`src/rtl/riscv_pkg.sv`:
```
// Shared definitions for the multi-cycle RV32I control unit and datapath:
// opcodes, FSM states, opcode classes and datapath mux encodings.
package riscv_pkg;

    localparam logic [6:0] OP_R      = 7'b0110011;
    localparam logic [6:0] OP_I      = 7'b0010011;
    localparam logic [6:0] OP_LOAD   = 7'b0000011;
    localparam logic [6:0] OP_STORE  = 7'b0100011;
    localparam logic [6:0] OP_BRANCH = 7'b1100011;
    localparam logic [6:0] OP_JAL    = 7'b1101111;
    localparam logic [6:0] OP_JALR   = 7'b1100111;
    localparam logic [6:0] OP_LUI    = 7'b0110111;
    localparam logic [6:0] OP_AUIPC  = 7'b0010111;

    typedef enum logic [2:0] {
        S_FETCH,
        S_DECODE,
        S_EXEC,
        S_MEM,
        S_WB,
        S_TRAP
    } state_t;

    typedef enum logic [3:0] {
        C_R,
        C_I,
        C_LOAD,
        C_STORE,
        C_BRANCH,
        C_JAL,
        C_JALR,
        C_LUI,
        C_AUIPC,
        C_ILLEGAL
    } cls_t;

    typedef enum logic [1:0] {
        TC_NONE    = 2'd0,
        TC_ILLEGAL = 2'd1,
        TC_TIMEOUT = 2'd2
    } trap_cause_t;

    localparam logic [1:0] PC_PLUS4     = 2'd0;
    localparam logic [1:0] PC_ALU       = 2'd1;
    localparam logic [1:0] PC_ALU_ALIGN = 2'd2;

    localparam logic [1:0] B_RS2  = 2'd0;
    localparam logic [1:0] B_IMM  = 2'd1;
    localparam logic [1:0] B_FOUR = 2'd2;

    localparam logic [1:0] ALU_ADD   = 2'b00;
    localparam logic [1:0] ALU_BR    = 2'b01;
    localparam logic [1:0] ALU_FUNCT = 2'b10;

    localparam logic [1:0] WB_ALU = 2'd0;
    localparam logic [1:0] WB_MEM = 2'd1;
    localparam logic [1:0] WB_PC4 = 2'd2;
    localparam logic [1:0] WB_IMM = 2'd3;

    function automatic cls_t decode_class(input logic [6:0] op);
        cls_t c;
        case (op)
            OP_R:      c = C_R;
            OP_I:      c = C_I;
            OP_LOAD:   c = C_LOAD;
            OP_STORE:  c = C_STORE;
            OP_BRANCH: c = C_BRANCH;
            OP_JAL:    c = C_JAL;
            OP_JALR:   c = C_JALR;
            OP_LUI:    c = C_LUI;
            OP_AUIPC:  c = C_AUIPC;
            default:   c = C_ILLEGAL;
        endcase
        return c;
    endfunction

endpackage

```
`src/rtl/perf_counter.sv`:
```
// Free-running wrap-around event counter with synchronous clear.
// Used for the cycle and retired-instruction counters.
module perf_counter #(
    parameter int W = 32
) (
    input  logic         clk,
    input  logic         clear,
    input  logic         inc,
    output logic [W-1:0] value
);

    // Clear wins over increment; overflow silently wraps.
    always_ff @(posedge clk) begin
        if (clear) begin
            value <= '0;
        end else if (inc) begin
            value <= value + W'(1);
        end
    end

endmodule

```
`src/rtl/mc_control_fsm.sv`:
```
// Multi-cycle RV32I control FSM: sequences FETCH/DECODE/EXEC/MEM/WB over a
// shared ready/valid memory port, with memory-timeout trap and counters.
module mc_control_fsm
    import riscv_pkg::*;
#(
    parameter int CNT_W       = 32,
    parameter int MEM_TIMEOUT = 0
) (
    input  logic             clk,
    input  logic             reset,
    input  logic [6:0]       opcode,
    input  logic             branch_taken,
    input  logic             mem_ready,
    output logic             mem_req,
    output logic             mem_we,
    output logic             mem_addr_sel,
    output logic             ir_we,
    output logic             pc_we,
    output logic [1:0]       pc_sel,
    output logic             alu_a_sel,
    output logic [1:0]       alu_b_sel,
    output logic [1:0]       ALUop,
    output logic             reg_we,
    output logic [1:0]       wb_sel,
    output logic             retire,
    output logic             trap,
    output logic [1:0]       trap_cause,
    output logic [CNT_W-1:0] cycle_cnt,
    output logic [CNT_W-1:0] instret_cnt
);

    localparam logic [31:0] LIMIT = 32'(MEM_TIMEOUT);

    state_t      state;
    state_t      state_n;
    cls_t        cls;
    cls_t        cls_n;
    trap_cause_t cause;
    trap_cause_t cause_n;
    logic [31:0] wait_cnt;
    logic        timeout_hit;
    logic [CNT_W-1:0] cyc_q;
    logic [CNT_W-1:0] ins_q;

    // Limit is checked on the registered count, so a same-cycle
    // mem_ready still completes the transfer instead of trapping.
    assign timeout_hit = (MEM_TIMEOUT > 0)
                       && (wait_cnt == LIMIT)
                       && !mem_ready;

    // State, latched opcode class and trap cause.
    always_ff @(posedge clk) begin
        if (reset) begin
            state <= S_FETCH;
            cls   <= C_R;
            cause <= TC_NONE;
        end else begin
            state <= state_n;
            cls   <= cls_n;
            cause <= cause_n;
        end
    end

    // Wait counter: counts stalled request cycles, clears otherwise.
    always_ff @(posedge clk) begin
        if (reset) begin
            wait_cnt <= '0;
        end else if (mem_req && !mem_ready) begin
            wait_cnt <= wait_cnt + 32'd1;
        end else begin
            wait_cnt <= '0;
        end
    end

    // Next state and Moore outputs; everything is forced low in reset.
    always_comb begin
        state_n      = state;
        cls_n        = cls;
        cause_n      = cause;
        mem_req      = 1'b0;
        mem_we       = 1'b0;
        mem_addr_sel = 1'b0;
        ir_we        = 1'b0;
        pc_we        = 1'b0;
        pc_sel       = PC_PLUS4;
        alu_a_sel    = 1'b0;
        alu_b_sel    = B_RS2;
        ALUop        = ALU_ADD;
        reg_we       = 1'b0;
        wb_sel       = WB_ALU;
        retire       = 1'b0;
        trap         = 1'b0;
        trap_cause   = TC_NONE;
        if (!reset) begin
            unique case (state)
                S_FETCH: begin
                    mem_req = 1'b1;
                    if (mem_ready) begin
                        ir_we   = 1'b1;
                        pc_we   = 1'b1;
                        state_n = S_DECODE;
                    end else if (timeout_hit) begin
                        state_n = S_TRAP;
                        cause_n = TC_TIMEOUT;
                    end
                end
                S_DECODE: begin
                    cls_n = decode_class(opcode);
                    if (cls_n == C_ILLEGAL) begin
                        state_n = S_TRAP;
                        cause_n = TC_ILLEGAL;
                    end else begin
                        state_n = S_EXEC;
                    end
                end
                S_EXEC: begin
                    state_n = S_WB;
                    unique case (cls)
                        C_R: begin
                            ALUop = ALU_FUNCT;
                        end
                        C_I: begin
                            alu_b_sel = B_IMM;
                            ALUop     = ALU_FUNCT;
                        end
                        C_LOAD, C_STORE: begin
                            alu_b_sel = B_IMM;
                            state_n   = S_MEM;
                        end
                        C_BRANCH: begin
                            alu_a_sel = 1'b1;
                            alu_b_sel = B_IMM;
                            ALUop     = ALU_BR;
                            pc_we     = branch_taken;
                            pc_sel    = PC_ALU;
                            retire    = 1'b1;
                            state_n   = S_FETCH;
                        end
                        C_JAL, C_AUIPC: begin
                            alu_a_sel = 1'b1;
                            alu_b_sel = B_IMM;
                        end
                        C_JALR: begin
                            alu_b_sel = B_IMM;
                        end
                        default: begin
                        end
                    endcase
                end
                S_MEM: begin
                    mem_req      = 1'b1;
                    mem_addr_sel = 1'b1;
                    mem_we       = (cls == C_STORE);
                    if (mem_ready) begin
                        if (cls == C_STORE) begin
                            retire  = 1'b1;
                            state_n = S_FETCH;
                        end else begin
                            state_n = S_WB;
                        end
                    end else if (timeout_hit) begin
                        state_n = S_TRAP;
                        cause_n = TC_TIMEOUT;
                    end
                end
                S_WB: begin
                    reg_we  = 1'b1;
                    retire  = 1'b1;
                    state_n = S_FETCH;
                    unique case (cls)
                        C_LOAD: begin
                            wb_sel = WB_MEM;
                        end
                        C_JAL: begin
                            wb_sel = WB_PC4;
                            pc_we  = 1'b1;
                            pc_sel = PC_ALU;
                        end
                        C_JALR: begin
                            wb_sel = WB_PC4;
                            pc_we  = 1'b1;
                            pc_sel = PC_ALU_ALIGN;
                        end
                        C_LUI: begin
                            wb_sel = WB_IMM;
                        end
                        default: begin
                            wb_sel = WB_ALU;
                        end
                    endcase
                end
                S_TRAP: begin
                    trap       = 1'b1;
                    trap_cause = cause;
                end
                default: begin
                    state_n = S_FETCH;
                end
            endcase
        end
    end

    perf_counter #(.W(CNT_W)) u_cycle (
        .clk   (clk),
        .clear (reset),
        .inc   (1'b1),
        .value (cyc_q)
    );

    perf_counter #(.W(CNT_W)) u_instret (
        .clk   (clk),
        .clear (reset),
        .inc   (retire),
        .value (ins_q)
    );

    assign cycle_cnt   = reset ? '0 : cyc_q;
    assign instret_cnt = reset ? '0 : ins_q;

endmodule

```
`config.mk`:
```
export PLATFORM = sky130hd
export DESIGN_NAME = mc_control_fsm
export DESIGN_NICKNAME = d
export VERILOG_FILES = /design/src/rtl/riscv_pkg.sv /design/src/rtl/perf_counter.sv /design/src/rtl/mc_control_fsm.sv
export SDC_FILE = /design/constraint.sdc
export NUM_CORES = 1
export LEC_CHECK = 0
export ABC_AREA = 1
export ABC_CLOCK_PERIOD_IN_PS = 4400
export BUFFER_PORTS_ARGS = -buffer_cell sky130_fd_sc_hd__buf_2
export CORE_MARGIN = 2
export CORE_UTILIZATION = 30
export CTS_CLUSTER_DIAMETER = 200
export CTS_CLUSTER_SIZE = 12
export DETAILED_ROUTE_END_ITERATION = 16
export PLACE_DENSITY = 0.54
export SLEW_MARGIN = 20
export SYNTH_ARGS = -nofsm -noshare
export SYNTH_HDL_FRONTEND = slang
export SYNTH_SLANG_ARGS = --single-unit
```
`constraint.sdc`:
```
create_clock -name clk -period 4.4 [get_ports clk]
set_clock_uncertainty 0.2 [all_clocks]
set_input_delay 0.88 -clock clk [delete_from_list [all_inputs] [get_ports clk]]
set_output_delay 0.88 -clock clk [all_outputs]
set_load 0.02 [all_outputs]
```
==> results.cfg <==
[global_routing]
antenna_found_initial = 0
grt_use_total_pct = 16.66
grt_first_pass_wirelength_um = 22250
grt_pass1_vias = 4623
grt.overflow.total = 0
grt_max_degree = 69

[detailed_routing]
route.vias.total = 5159
routed_via_density = 4.525
routed_wl_um = 13640
drt_pass1_iterations = 7
drc = 0
antenna_left = 0
drt_iter0_drc = 330
wl_per_cell_um = 11.97

[setup_path]
cp.arrival_ns = 2.21
start_kind = input pin
cp_max_fo = 19
required_ns = 3.32
worst-setup-path-type = input pin to output pin
max_stage_delay_ns = 0.53
path_cells = buf_4 > inv_1 > nand2_4 > inv_6 > buf_2
crit_path_end_kind = output pin
cp_slowest_cell = inv_1

[sta]
fin_tns_setup_ns = 0
hold_viol = 0
finalMaxSlewViolations = 0
finalCritPeriodShare_pct = 74.69
tightest_slew_ns = 0.7279
fmax_mhz = 304.3
setup-violations-final = 0
min_period_ns = 3.286
rsz0062_at_grt = false
slew_headroom_pct = 51.42

[logic_synthesis]
synth_top_area_cell = dfxtp_1
syn_area_um2 = 4788
synth_top_area_share_pct = 30.10
synth_area_per_cell_um2 = 5.735
yosysSeqAreaShare_pct = 30.10
yosys-top-cells-area = dfxtp_1 (30%), nand2_1 (19%), nor2_1 (15%)
synthCells = 835
synth_cell_types = 41
ys_seq_elements = 72
yosysWarningCount = 0

[clocking]
clk_pin_slew_ns = 0.05
clockBufferDepth = 2
cts_tree = built
cts_root_buf = clkbuf_16
cts.sinks = 72
htree_levels = 3
numCtsBuffers = 9
cts.repair.resized = 0
ctsHoldBuffers = 0
insertion_delay_ns = 0.34
cts_setup_buffers = 0

[finish]
drive_above_1_share_pct = 14.83
final_nets = 932
register_area_um2 = 1441
final_core_util_pct = 36.37
fillers = 1790
diodes = 0
multi_input_area_um2 = 2765
area_growth_pct = 19.34

[power]
total_power_mw = 1.624
powerDensity_nw_per_um2 = 284.2
leakage_nw = 2.384
vdd_drop_max_uv = 179.4

[place]
hpwl_um = 10700
portBuffers = 91
place.gp.congestion = 0.8905

[floorplanning]
num_rows = 46
design.die.area_um2 = 16990
core_area_um2 = 15710
die_h_um = 130.3
io_pins = 94
start_util_pct = 30.47
die_w_um = 130.3

[hold_path]
hold_path.class = register to register

[status]
outcome = finished, final reports clean

[run]
drv_cap = 0
[cells in the mapped netlist (all sizes together)]
master	count
a21oi	51
a31o	1
a31oi	1
and3	1
buf	14
clkbuf	8
clkinv	1
conb	1
dfxtp	72
ha	2
inv	122
nand2	246
nand3	45
nand3b	3
nand4	6
nor2	189
nor3	27
nor3b	1
nor4	3
o211ai	2
o21a	1
o21ai	20
o21bai	2
o31ai	2
or2	1
xor2	13
[cells by family after synthesis]
kind of cell	Yosys count	synth area share (%)
other	1	0.07832
xor gates and xnor gates	13	2.378
buffers and inverters	145	12.23
adders and majority gates	2	0.5225
and+or+nand+nor	522	45.31
AOI/OAI and AO/OA	80	9.380
DFF	72	30.10
[stage by stage]
step	cells	instance area (µm²)	hold WS, ns	worst slack [ns]
floorplan	836	4792	0.2173	1.160
global placement	1124	5424	0.2292	1.089
detailed placement	1124	5424	0.2432	1.085
CTS	1140	5714	0.2510	1.086
global route	1140	5714	0.2715	1.009
finish	1140	5714	0.2453	1.114
[cells in the final DEF (no fill, tap or decap), types with 3 or more instances in the layout]
cell / synthesis / final
a21oi_1: 44 / 44
a21oi_2: 7 / 7
buf_2: 2 / 90
buf_4: 4 / 4
clkbuf_16: 0 / 9
dfxtp_1: 72 / 72
inv_1: 118 / 118
inv_2: 3 / 3
nand2_1: 239 / 239
nand2_2: 6 / 6
nand3_1: 43 / 43
nand3b_1: 3 / 3
nand4_1: 6 / 6
nor2_1: 186 / 186
nor3_1: 23 / 23
nor3_2: 4 / 4
nor4_1: 3 / 3
o21ai_0: 19 / 19
xor2_1: 13 / 13
[state kept, by name (all words and copies together), names as in the netlist]
name             flops
cause                1
cls                  4
state                3
u_cycle.value       32
u_instret.value     32
[final cells by class]
cell class	count	share of cell area, %
multi-input combinational	619	48.39
sequential	72	25.22
timing repair buffer	94	8.408
inverter	123	8.167
tap	216	4.730
clock buffer	11	4.073
clock inverter	5	1.007
[routing by layer]
layer  track usage [%]  share of wire (%)  vias to the layer above  wire, µm
met4             5.194                1.5                        0       203
met5                 0                  0                        -         0
met2             26.46                 45                      123      6106
li1                  -                  -                     2738         -
met3             3.690                5.5                       15       755
met1             22.61                 48                     2283      6576
[critical path, delay by kind of cell]
kind                   cells  cell delay [ns]
buffers and inverters      4             1.05
AND/OR/NAND/NOR            1             0.26
[worst paths after layout]
| kind | from | end | slack [ns] | cells after the start |
|---|---|---|---|---|
| hold reg to reg | u_cycle.value[0]$_SDFF_PP0_ | u_cycle.value[0]$_SDFF_PP0_ | 0.25 | 1 |
| setup / recovery | reset | retire | 1.11 | 5 |
| setup reg to reg | u_cycle.value[0]$_SDFF_PP0_ | u_cycle.value[30]$_SDFF_PP0_ | 2.37 | 10 |
| hold / removal | u_cycle.value[0]$_SDFF_PP0_ | u_cycle.value[0]$_SDFF_PP0_ | 0.25 | 1 |
[power breakdown]
| part | switching (mW) | internal, mW |
|---|---|---|
| sequential | 0.0237 | 0.672 |
| combinational | 0.143 | 0.0556 |
| clock | 0.291 | 0.439 |
| total | 0.457 | 1.17 |
Note: power is estimated with default switching activity, not from simulation.
